$ cat src/rtl/cpu_trace_pkg.sv
// Shared encodings for the CPU trace record parser.
// States, record format codes, error bit positions and ASCII tokens.
package cpu_trace_pkg;

    typedef enum logic [3:0] {
        S_IDLE       = 4'd0,
        S_TIME       = 4'd1,
        S_PC         = 4'd2,
        S_AFTER_PC   = 4'd3,
        S_REG        = 4'd4,
        S_ADDR       = 4'd5,
        S_BEFORE_ASN = 4'd6,
        S_ASN_LT     = 4'd7,
        S_AFTER_ASN  = 4'd8,
        S_DATA       = 4'd9,
        S_FINISH     = 4'd10
    } state_e;

    localparam logic [1:0] FMT_NONE = 2'd0;
    localparam logic [1:0] FMT_REG  = 2'd1;
    localparam logic [1:0] FMT_MEM  = 2'd2;

    localparam int ERR_PC   = 0;
    localparam int ERR_ADDR = 1;
    localparam int ERR_REG  = 2;

    localparam logic [7:0] CH_CARET  = 8'h5e;
    localparam logic [7:0] CH_AT     = 8'h40;
    localparam logic [7:0] CH_COLON  = 8'h3a;
    localparam logic [7:0] CH_DOLLAR = 8'h24;
    localparam logic [7:0] CH_STAR   = 8'h2a;
    localparam logic [7:0] CH_LT     = 8'h3c;
    localparam logic [7:0] CH_EQ     = 8'h3d;
    localparam logic [7:0] CH_HASH   = 8'h23;
    localparam logic [7:0] CH_SPACE  = 8'h20;

    // Per-character datapath actions chosen by the next-state logic.
    typedef struct packed {
        logic clr;
        logic acc_time;
        logic acc_pc;
        logic acc_reg;
        logic acc_addr;
        logic acc_data;
        logic set_reg;
        logic set_mem;
    } act_t;

endpackage

$ cat src/rtl/cpu_record_parser_classify.sv
// ASCII digit classifier: decimal/hex flags and the digit's nibble value.
// Letters map via their low nibble: 'a'/'A' = x1, so value = low nibble + 9.
module char_classify #(
    parameter int ALLOW_UPPER = 0
) (
    input  logic [7:0] ch,
    output logic       is_dec,
    output logic       is_hex,
    output logic [3:0] nibble
);

    logic lo_hex;
    logic up_hex;

    always_comb begin
        is_dec = (ch >= 8'h30) && (ch <= 8'h39);
        lo_hex = (ch >= 8'h61) && (ch <= 8'h66);
        up_hex = (ALLOW_UPPER != 0) && (ch >= 8'h41) && (ch <= 8'h46);
        is_hex = is_dec | lo_hex | up_hex;
        nibble = 4'd0;
        unique case (1'b1)
            is_dec:          nibble = ch[3:0];
            lo_hex | up_hex: nibble = ch[3:0] + 4'd9;
            default: ;
        endcase
    end

endmodule

$ cat src/rtl/cpu_record_parser.sv
// Streaming parser/checker for "^time@pc: $reg <= data#" and
// "^time@pc: *addr <= data#" trace records, one char per accepted cycle.
module cpu_record_parser
    import cpu_trace_pkg::*;
#(
    parameter int TIME_DIGITS_MAX = 4,
    parameter int REG_DIGITS_MAX  = 4,
    parameter int ADDR_DIGITS     = 8,
    parameter int ALLOW_UPPER     = 0,
    parameter logic [4*ADDR_DIGITS-1:0] PC_MIN   = 32'h00003000,
    parameter logic [4*ADDR_DIGITS-1:0] PC_MAX   = 32'h00006ffc,
    parameter logic [4*ADDR_DIGITS-1:0] ADDR_MAX = 32'h00002ffc
) (
    input  logic                         clk,
    input  logic                         reset_n,
    input  logic                         char_valid,
    input  logic [7:0]                   char,
    output logic [1:0]                   format_type,
    output logic [2:0]                   error_code,
    output logic [4*TIME_DIGITS_MAX-1:0] time_val,
    output logic [4*ADDR_DIGITS-1:0]     pc_val,
    output logic [4*REG_DIGITS_MAX-1:0]  reg_num,
    output logic [4*ADDR_DIGITS-1:0]     addr_val,
    output logic [4*ADDR_DIGITS-1:0]     data_val,
    output logic [3:0]                   state
);

    localparam int TW  = 4 * TIME_DIGITS_MAX;
    localparam int RW  = 4 * REG_DIGITS_MAX;
    localparam int AW  = 4 * ADDR_DIGITS;
    localparam int TCW = $clog2(TIME_DIGITS_MAX + 1);
    localparam int RCW = $clog2(REG_DIGITS_MAX + 1);
    localparam int ACW = $clog2(ADDR_DIGITS + 1);

    logic       is_dec;
    logic       is_hex;
    logic [3:0] nib;

    char_classify #(
        .ALLOW_UPPER(ALLOW_UPPER)
    ) u_classify (
        .ch    (char),
        .is_dec(is_dec),
        .is_hex(is_hex),
        .nibble(nib)
    );

    state_e         state_q;
    state_e         state_d;
    act_t           act;
    logic [1:0]     fmt_q;
    logic [TCW-1:0] time_cnt;
    logic [RCW-1:0] reg_cnt;
    logic [ACW-1:0] pc_cnt;
    logic [ACW-1:0] addr_cnt;
    logic [ACW-1:0] data_cnt;

    logic time_room;
    logic reg_room;
    logic pc_room;
    logic addr_room;
    logic data_room;
    logic is_sp;
    logic is_lt;

    assign time_room = time_cnt < TCW'(TIME_DIGITS_MAX);
    assign reg_room  = reg_cnt < RCW'(REG_DIGITS_MAX);
    assign pc_room   = pc_cnt < ACW'(ADDR_DIGITS);
    assign addr_room = addr_cnt < ACW'(ADDR_DIGITS);
    assign data_room = data_cnt < ACW'(ADDR_DIGITS);
    assign is_sp     = char == CH_SPACE;
    assign is_lt     = char == CH_LT;

    always_ff @(posedge clk or negedge reset_n) begin
        if (!reset_n) begin
            state_q <= S_IDLE;
        end else begin
            state_q <= state_d;
        end
    end

    // Anything not explicitly accepted drops to IDLE; '^' restarts from any state.
    always_comb begin
        state_d = state_q;
        act     = '0;
        if (char_valid) begin
            state_d = S_IDLE;
            if (char == CH_CARET) begin
                state_d = S_TIME;
                act.clr = 1'b1;
            end else begin
                unique case (state_q)
                    S_TIME: begin
                        if (is_dec && time_room) begin
                            state_d      = S_TIME;
                            act.acc_time = 1'b1;
                        end else if (char == CH_AT && time_cnt != '0) begin
                            state_d = S_PC;
                        end
                    end
                    S_PC: begin
                        if (is_hex && pc_room) begin
                            state_d    = S_PC;
                            act.acc_pc = 1'b1;
                        end else if (char == CH_COLON && !pc_room) begin
                            state_d = S_AFTER_PC;
                        end
                    end
                    S_AFTER_PC: begin
                        if (is_sp) begin
                            state_d = S_AFTER_PC;
                        end else if (char == CH_DOLLAR) begin
                            state_d     = S_REG;
                            act.set_reg = 1'b1;
                        end else if (char == CH_STAR) begin
                            state_d     = S_ADDR;
                            act.set_mem = 1'b1;
                        end
                    end
                    S_REG: begin
                        if (is_dec && reg_room) begin
                            state_d     = S_REG;
                            act.acc_reg = 1'b1;
                        end else if (is_sp && reg_cnt == '0) begin
                            state_d = S_REG;
                        end else if (is_sp) begin
                            state_d = S_BEFORE_ASN;
                        end else if (is_lt && reg_cnt != '0) begin
                            state_d = S_ASN_LT;
                        end
                    end
                    S_ADDR: begin
                        if (is_hex && addr_room) begin
                            state_d      = S_ADDR;
                            act.acc_addr = 1'b1;
                        end else if (is_sp && addr_cnt == '0) begin
                            state_d = S_ADDR;
                        end else if (is_sp && !addr_room) begin
                            state_d = S_BEFORE_ASN;
                        end else if (is_lt && !addr_room) begin
                            state_d = S_ASN_LT;
                        end
                    end
                    S_BEFORE_ASN: begin
                        if (is_sp) begin
                            state_d = S_BEFORE_ASN;
                        end else if (is_lt) begin
                            state_d = S_ASN_LT;
                        end
                    end
                    S_ASN_LT: begin
                        if (char == CH_EQ) begin
                            state_d = S_AFTER_ASN;
                        end
                    end
                    S_AFTER_ASN: begin
                        if (is_sp) begin
                            state_d = S_AFTER_ASN;
                        end else if (is_hex) begin
                            state_d      = S_DATA;
                            act.acc_data = 1'b1;
                        end
                    end
                    S_DATA: begin
                        if (is_hex && data_room) begin
                            state_d      = S_DATA;
                            act.acc_data = 1'b1;
                        end else if (char == CH_HASH && !data_room) begin
                            state_d = S_FINISH;
                        end
                    end
                    default: ;
                endcase
            end
        end
    end

    always_ff @(posedge clk or negedge reset_n) begin
        if (!reset_n) begin
            fmt_q    <= FMT_NONE;
            time_val <= '0;
            pc_val   <= '0;
            reg_num  <= '0;
            addr_val <= '0;
            data_val <= '0;
            time_cnt <= '0;
            reg_cnt  <= '0;
            pc_cnt   <= '0;
            addr_cnt <= '0;
            data_cnt <= '0;
        end else if (act.clr) begin
            fmt_q    <= FMT_NONE;
            time_val <= '0;
            pc_val   <= '0;
            reg_num  <= '0;
            addr_val <= '0;
            data_val <= '0;
            time_cnt <= '0;
            reg_cnt  <= '0;
            pc_cnt   <= '0;
            addr_cnt <= '0;
            data_cnt <= '0;
        end else begin
            if (act.acc_time) begin
                time_val <= time_val * TW'(10) + TW'(nib);
                time_cnt <= time_cnt + TCW'(1);
            end
            if (act.acc_pc) begin
                pc_val <= {pc_val[AW-5:0], nib};
                pc_cnt <= pc_cnt + ACW'(1);
            end
            if (act.acc_reg) begin
                reg_num <= reg_num * RW'(10) + RW'(nib);
                reg_cnt <= reg_cnt + RCW'(1);
            end
            if (act.acc_addr) begin
                addr_val <= {addr_val[AW-5:0], nib};
                addr_cnt <= addr_cnt + ACW'(1);
            end
            if (act.acc_data) begin
                data_val <= {data_val[AW-5:0], nib};
                data_cnt <= data_cnt + ACW'(1);
            end
            if (act.set_reg) begin
                fmt_q <= FMT_REG;
            end
            if (act.set_mem) begin
                fmt_q <= FMT_MEM;
            end
        end
    end

    logic pc_bad;
    logic addr_bad;
    logic reg_bad;

    assign pc_bad   = (pc_val < PC_MIN) || (pc_val > PC_MAX)
                    || (pc_val[1:0] != 2'b00);
    assign addr_bad = (addr_val > ADDR_MAX) || (addr_val[1:0] != 2'b00);
    assign reg_bad  = reg_num > RW'(31);

    always_comb begin
        format_type = FMT_NONE;
        error_code  = '0;
        if (state_q == S_FINISH) begin
            format_type          = fmt_q;
            error_code[ERR_PC]   = pc_bad;
            error_code[ERR_ADDR] = (fmt_q == FMT_MEM) && addr_bad;
            error_code[ERR_REG]  = (fmt_q == FMT_REG) && reg_bad;
        end
    end

    assign state = state_q;

endmodule
$ cat config.mk
export PLATFORM = sky130hd
export DESIGN_NAME = cpu_record_parser
export DESIGN_NICKNAME = d
export VERILOG_FILES = /design/src/rtl/cpu_trace_pkg.sv /design/src/rtl/cpu_record_parser_classify.sv /design/src/rtl/cpu_record_parser.sv
export SDC_FILE = /design/constraint.sdc
export NUM_CORES = 1
export LEC_CHECK = 0
export ABC_CLOCK_PERIOD_IN_PS = 8800
export CELL_PAD_IN_SITES_DETAIL_PLACEMENT = 1
export CELL_PAD_IN_SITES_GLOBAL_PLACEMENT = 2
export CORE_MARGIN = 2
export CORE_UTILIZATION = 30
export DETAILED_ROUTE_END_ITERATION = 8
export PLACE_DENSITY_LB_ADDON = 0.1
export SLEW_MARGIN = 10
export SYNTH_ARGS = -nofsm -noshare
export SYNTH_HDL_FRONTEND = slang
export SYNTH_SLANG_ARGS = --single-unit
export TNS_END_PERCENT = 50
$ cat constraint.sdc
create_clock -name clk -period 8.8 [get_ports clk]
set_clock_uncertainty 0.05 [all_clocks]
set_input_delay 2.2 -clock clk [delete_from_list [all_inputs] [get_ports clk]]
set_output_delay 2.2 -clock clk [all_outputs]
set_load 0.03 [all_outputs]
==> flow_summary.ini, run 1 <==
[global_routing]
grt_overflow = 0
use_met2 = 0.279
grt_usage = 0.174
grt_use_met3 = 0.0279
grt_util_met1 = 0.246
antenna_found_initial = 2
top_usage_layer = met2
grt_max_degree = 95
grt_pass1_vias = 7665
grt_pass1_wl_mm = 43.0

[logic_synthesis]
synth_area_leaders = dfrtp_1 43%, ha_1 9.2%, nand2_1 8.9%, nand3_1 5.7%, a21oi_1 2.9%
yosysSeqAreaShare = 0.429
synthFlopType = dfrtp_1
synth_most_common_cell = nand2_1
synth_seq_cells = 152
synth_edf_count = 0
syn_inst = 1007
yosysWarnings = 0
synth_area_per_cell_um2 = 8.80
ys_types = 69
yosysTopAreaCell = dfrtp_1
yosys-top-cells-count = 210 x nand2_1, 152 x dfrtp_1, 101 x nand3_1
synthesis.area_um2 = 8870
synth_nets = 1087
synthDominantCellAreaShare = 0.429
async_flop_share = 1.00

[setup_path]
cp_slowest_cell = a21oi_1
worstPathMaxFanout = 13
worst_setup_path_start_kind = input pin
cp_data_arrival_time_ps = 6480
crit_chain = clkdlybuf4s50_1 -> inv_1 -> ha_1 -> o21bai_1 -> a21oi_1 -> a22oi_1 -> inv_1 -> ha_1 -> fa_1 -> a21o_1 -> nand2_1 -> or3_1 -> or2_1 -> or4_1 -> a31oi_1
cp.required_ps = 9100
path_class = in -> reg
worstSetupEndpointType = register
cp_slowest_stage_delay_ps = 730

[cts]
clockRootBuffer = clkbuf_16
cts_resized = 0
htreeDepth = 4
post_cts_buffers = 0
cts_buffers = 17
ctsHoldBuffers = 0
worstSkewPairLatency_ps = 420
cts_tree = yes
clk_pin_slew_ps = 70
max-clock-path-buffers = 2
cts.sinks = 152

[drt]
drtIter0Drc = 413
routed_wl_mm = 26.8
drc = 0
vias_per_cell = 5.06
drt_first_pass_iters = 4
ant_nets = 0
vias = 7702
routedWlPerCell_um = 17.6

[place]
dp_slack_ps = 2180
io_buffers = 147
gp_congestion = 0.779
dp_hpwl_mm = 19.1

[floorplan]
coreArea_um2 = 28900
die_h_um = 176
rows = 62
io_pins = 148
die_w_um = 176
start_util = 0.306
dieArea_um2 = 30900

[min_path]
hp-class = reg -> reg

[timing]
finalCriticalPeriod_ps = 6170
relSlewSlack = 0.241
report.final.slew_viol_count = 0
max_freq_ghz = 0.162
min_period_over_period = 0.701
worst_slack_ps = 2630
fin_tns_setup_ps = 0
hold_violations = 0
rsz0062_at_grt = no
tightest_slew_ps = 1140
setup_viol = 0
hold_slack_ps = 444

[run]
cap_violations = 0

[power_and_ir_drop]
power.internal_mw = 1.08
finalPower_mw = 1.43
pwr-share-seq = 0.490
p_per_area_nw_per_um2 = 128
power_frac_clock = 0.482
combPwrFrac = 0.029
p_sw_mw = 0.355
p_leak_nw = 5.15
switching_share = 0.248
ir_drop_mv = 0.126

[run_status]
status = finished, final reports clean

[cells_and_area]
area_delta_synth_final_pct = 26.5
nets = 1206
diodes = 0
drive_above_1_share = 0.0475
utilization = 0.387
## state kept, by name, summed over array words and instances, names as in the netlist
register  flops
reg_num      16
reg_cnt       3
addr_cnt      4
state         4
pc_cnt        4
pc_val       32
time_val     16
time_cnt      3
fmt_q         2
data_val     32
data_cnt      4
addr_val     32
## final timing paths
check,cells after the start,from,slack [ps],endpoint
worst max register to register,11,time_val[1],5310,time_val[15]
worst min-delay path,2,pc_val[6],440,pc_val[10]
worst max-delay path,15,char[0],2630,reg_num[15]
worst min register to register,2,pc_val[6],440,pc_val[10]
min in group asynchronous,1,reset_n,1820,data_val[23]
max in group asynchronous,2,reset_n,5490,addr_val[11]
## metal layers
| layer | vias to the layer above | share of wire |
|---|---|---|
| li1 | 3785 | - |
| met1 | 3786 | 0.49 |
| met2 | 109 | 0.47 |
| met3 | 20 | 0.029 |
| met4 | 2 | 0.011 |
| met5 | - | 0.00049 |
## area by class of cell
type | count | area [µm²]
timing repair buffer | 156 | 1540
multi-input combinational | 767 | 4720
fill | 3366 | 17700
inverter | 32 | 120
clock inverter | 14 | 118
sequential | 152 | 3800
clock buffer | 17 | 425
tap | 384 | 480
## power groups by stage
stage / registers [mW] / logic, mW / clock network (mW)
final: 0.702 / 0.0411 / 0.690
after global routing: 0.702 / 0.0471 / 0.741
after CTS: 0.702 / 0.0430 / 0.712
after detailed placement: 0.715 / 0.0426 / 0
after global placement: 0.715 / 0.0424 / 0
after floorplan: 0.715 / 0.0146 / 0
## worst max-delay path, delay by kind of cell
family                   cells  cell delay (ps)
AO/OA/AOI/OAI                5             1520
AND/OR/NAND/NOR              4             1300
adder cells (fa/ha/maj)      3              590
buffers and inverters        3              860
## logic make-up after synthesis
kind of cell / after synthesis / share of synthesized area
AOI/OAI and AO/OA: 205 / 0.144
xor gates and xnor gates: 46 / 0.0454
adders and majority gates: 69 / 0.101
buffers and inverters: 88 / 0.0416
DFF: 152 / 0.429
muxes: 3 / 0.00339
and+or+nand+nor: 444 / 0.236
## cells in the final DEF, fill, tap and decap left out, drive strengths merged, types with 6 or more instances in the layout
master / n
nand2: 210
nor3: 17
nor2b: 6
nor2: 31
buf: 10
nand3: 101
xor2: 21
clkdlybuf4s50: 146
dfrtp: 152
or4: 6
nor4: 15
and3: 11
nor3b: 7
nand4: 9
o31ai: 6
a21o: 11
ha: 65
a21oi: 53
o21ai: 78
clkbuf: 17
inv: 37
xnor2: 25
clkinvlp: 6
## metrics by stage
stage               cells  area [µm²]
floorplan            1007        8870
global placement     1491       10700
detailed placement   1491       10700
CTS                  1522       11200
global route         1522       11200
finish               1522       11200
Note: power is estimated with default switching activity, not from simulation.
==> run 2, diff against run 1 <==
--- a/config.mk
+++ b/config.mk
@@ -5,11 +5,11 @@
 export SDC_FILE = /design/constraint.sdc
 export NUM_CORES = 1
 export LEC_CHECK = 0
-export ABC_CLOCK_PERIOD_IN_PS = 8800
+export ABC_CLOCK_PERIOD_IN_PS = 5600
 export CELL_PAD_IN_SITES_DETAIL_PLACEMENT = 1
 export CELL_PAD_IN_SITES_GLOBAL_PLACEMENT = 2
 export CORE_MARGIN = 2
-export CORE_UTILIZATION = 30
+export CORE_UTILIZATION = 29
 export DETAILED_ROUTE_END_ITERATION = 8
 export PLACE_DENSITY_LB_ADDON = 0.1
 export SLEW_MARGIN = 10
==> constraint.sdc (replaced) <==
create_clock -name clk -period 5.6 [get_ports clk]
set_clock_uncertainty 0.05 [all_clocks]
set_input_delay 1.4 -clock clk [delete_from_list [all_inputs] [get_ports clk]]
set_output_delay 1.4 -clock clk [all_outputs]
set_load 0.03 [all_outputs]
==> run 2 against run 1 <==
Net effect: clock-buffer cell count up 1; first-iteration DRC count down 14%; routed wire length up 0.28%; cell area up 0.92%; largest power group is now clock; worst hold slack better by 2.2 ps; largest cell class unchanged; worst setup slack worse by 2000 ps; critical path depth up 3; register-to-register slack worse by 3200 ps.
==> flow_summary.ini, run 2 (synthesis gave the netlist of run 1 again) <==
[power_and_ir_drop]
ir_drop_mv = 0.205
combPwrFrac = 0.029
pwr-share-seq = 0.478
p_per_area_nw_per_um2 = 204
p_leak_nw = 5.21
switching_share = 0.244
power_frac_clock = 0.493
p_sw_mw = 0.564
power.internal_mw = 1.74

[setup_path]
crit_chain = clkdlybuf4s50_1 -> inv_1 -> ha_1 -> or3b_1 -> and4_1 -> a21oi_1 -> nor2_1 -> a31oi_1 -> inv_1 -> ha_1 -> a21o_1 -> a21oi_1 -> nor3b_1 -> buf_4 -> and3_1 -> a311oi_1 -> xor2_1 -> o21ai_1
crit_family = compound AO/OA/AOI/OAI gates
reg2reg_to = time_val[15]
cp_slowest_stage_delay_ps = 570
cp.buffers_inverters = 4
worst_setup_path_start_kind = input pin
worstSetupEndpointType = register
cp.required_ps = 5830
rrSetupSlack_ps = 2130
worstPathMaxFanout = 8
cp_data_arrival_time_ps = 5230
r2r-start = time_val[1]
cp_slowest_cell = clkdlybuf4s50_1
reg2reg_depth = 11
path_class = in -> reg

[drt]
routedWlPerCell_um = 17.4
vias = 7781
drtIter0Drc = 357
drc = 0
routed_wl_mm = 26.9
ant_nets = 0
drt_first_pass_iters = 4
vias_per_cell = 5.04

[cts]
cts_buffers = 17
cts.sinks = 152
clockRootBuffer = clkbuf_16
htreeDepth = 4
clk_pin_slew_ps = 70
cts_resized = 0
max-clock-path-buffers = 2
post_cts_buffers = 0
ctsHoldBuffers = 0
cts_tree = yes
worstSkewPairLatency_ps = 430

[global_routing]
grt_overflow = 0
grt_use_met3 = 0.0231
grt_pass1_wl_mm = 43.8
grt_util_met1 = 0.236
top_usage_layer = met2
grt_usage = 0.172
use_met2 = 0.289
grt_pass1_vias = 8070
antenna_found_initial = 1
grt_max_degree = 75

[timing]
hold_slack_ps = 446
report.final.slew_viol_count = 0
tightest_slew_ps = 1130
setup_viol = 0
hold_violations = 0
min_period_over_period = 0.894
fin_tns_setup_ps = 0
rsz0062_at_grt = no
relSlewSlack = 0.246
max_freq_ghz = 0.200
worst_slack_ps = 594
finalCriticalPeriod_ps = 5010

[floorplan]
io_pins = 148
rows = 64
die_h_um = 179
dieArea_um2 = 32000
coreArea_um2 = 30300
start_util = 0.292
die_w_um = 179

[cells_and_area]
diodes = 0
final_common_cell = nand2_1
drive_above_1_share = 0.0540
n_fill_cell = 3548
utilization = 0.373
top_regs = addr_val x32, data_val x32, pc_val x32
area_delta_synth_final_pct = 27.6
layout_common_cells = 209 x nand2_1, 152 x dfrtp_1, 146 x clkdlybuf4s50_1
nets = 1215

[place]
gp_congestion = 0.803
dp_slack_ps = 61.1
io_buffers = 147
dp_hpwl_mm = 19.2

[run_status]
status = finished, final reports clean

[min_path]
hold_path_depth = 2
worstHoldStart = addr_val[10]
whs_endpoint = addr_val[14]
hp-class = reg -> reg

[run]
cap_violations = 0
[run 2: cell count changes in the layout (fill, tap and decap cells not counted), sizes merged]
cell	change
buf	+9
clkinvlp	-3
bufinv	+1
clkbuf	+1
clkinv	+1
inv	+1
[run 2: how the worst max path moves through the flow]
stage / start / endpoint / slack, ps / cells after the start
finish: char[1] / time_val[10] / 590 / 18
global route: char[1] / time_val[10] / 250 / 18
CTS: char[1] / time_val[10] / 520 / 18
detailed placement: char[1] / time_val[10] / 60 / 18
global placement: char[1] / time_val[10] / 240 / 18
floorplan: char[1] / time_val[10] / 1080 / 17
[run 2: through the flow]
step	instances	total power, mW	cell area (µm²)
floorplan	1007	1.15	8870
detailed placement	1512	1.19	10700
finish	1544	2.31	11300
CTS	1544	2.34	11300
global route	1544	2.40	11300
global placement	1512	1.19	10700
[run 2: final cells by class]
cell class / count / area [µm²] / share of cell area
multi-input combinational: 767 / 4720 / 0.417
sequential: 152 / 3800 / 0.336
timing repair buffer: 165 / 1610 / 0.142
tap: 396 / 495 / 0.0438
clock buffer: 18 / 429 / 0.0379
clock inverter: 14 / 139 / 0.0123
inverter: 32 / 120 / 0.0106
[run 2: worst reg2reg max path, delay by kind of cell (launching register included)]
family                     cells  cell delay, ps
and+or+nand+nor                4            1010
adders and majority gates      3             920
AOI/OAI and AO/OA              3             880
DFF                            1             480
buffers and inverters          1              60
[run 2: power by group through the flow]
stage	sequential (mW)	combinational, mW	clock, mW
finish	1.10	0.0665	1.14
floorplan	1.12	0.0229	0
detailed placement	1.12	0.0695	0
global route	1.10	0.0768	1.22
CTS	1.10	0.0698	1.17
global placement	1.12	0.0692	0
[run 2: per-layer routing]
metal  up-vias  part of all wire
met5         -           0.00060
met4         2            0.0085
met3        19             0.024
met2       102              0.48
met1      3861              0.49
li1       3797                 -
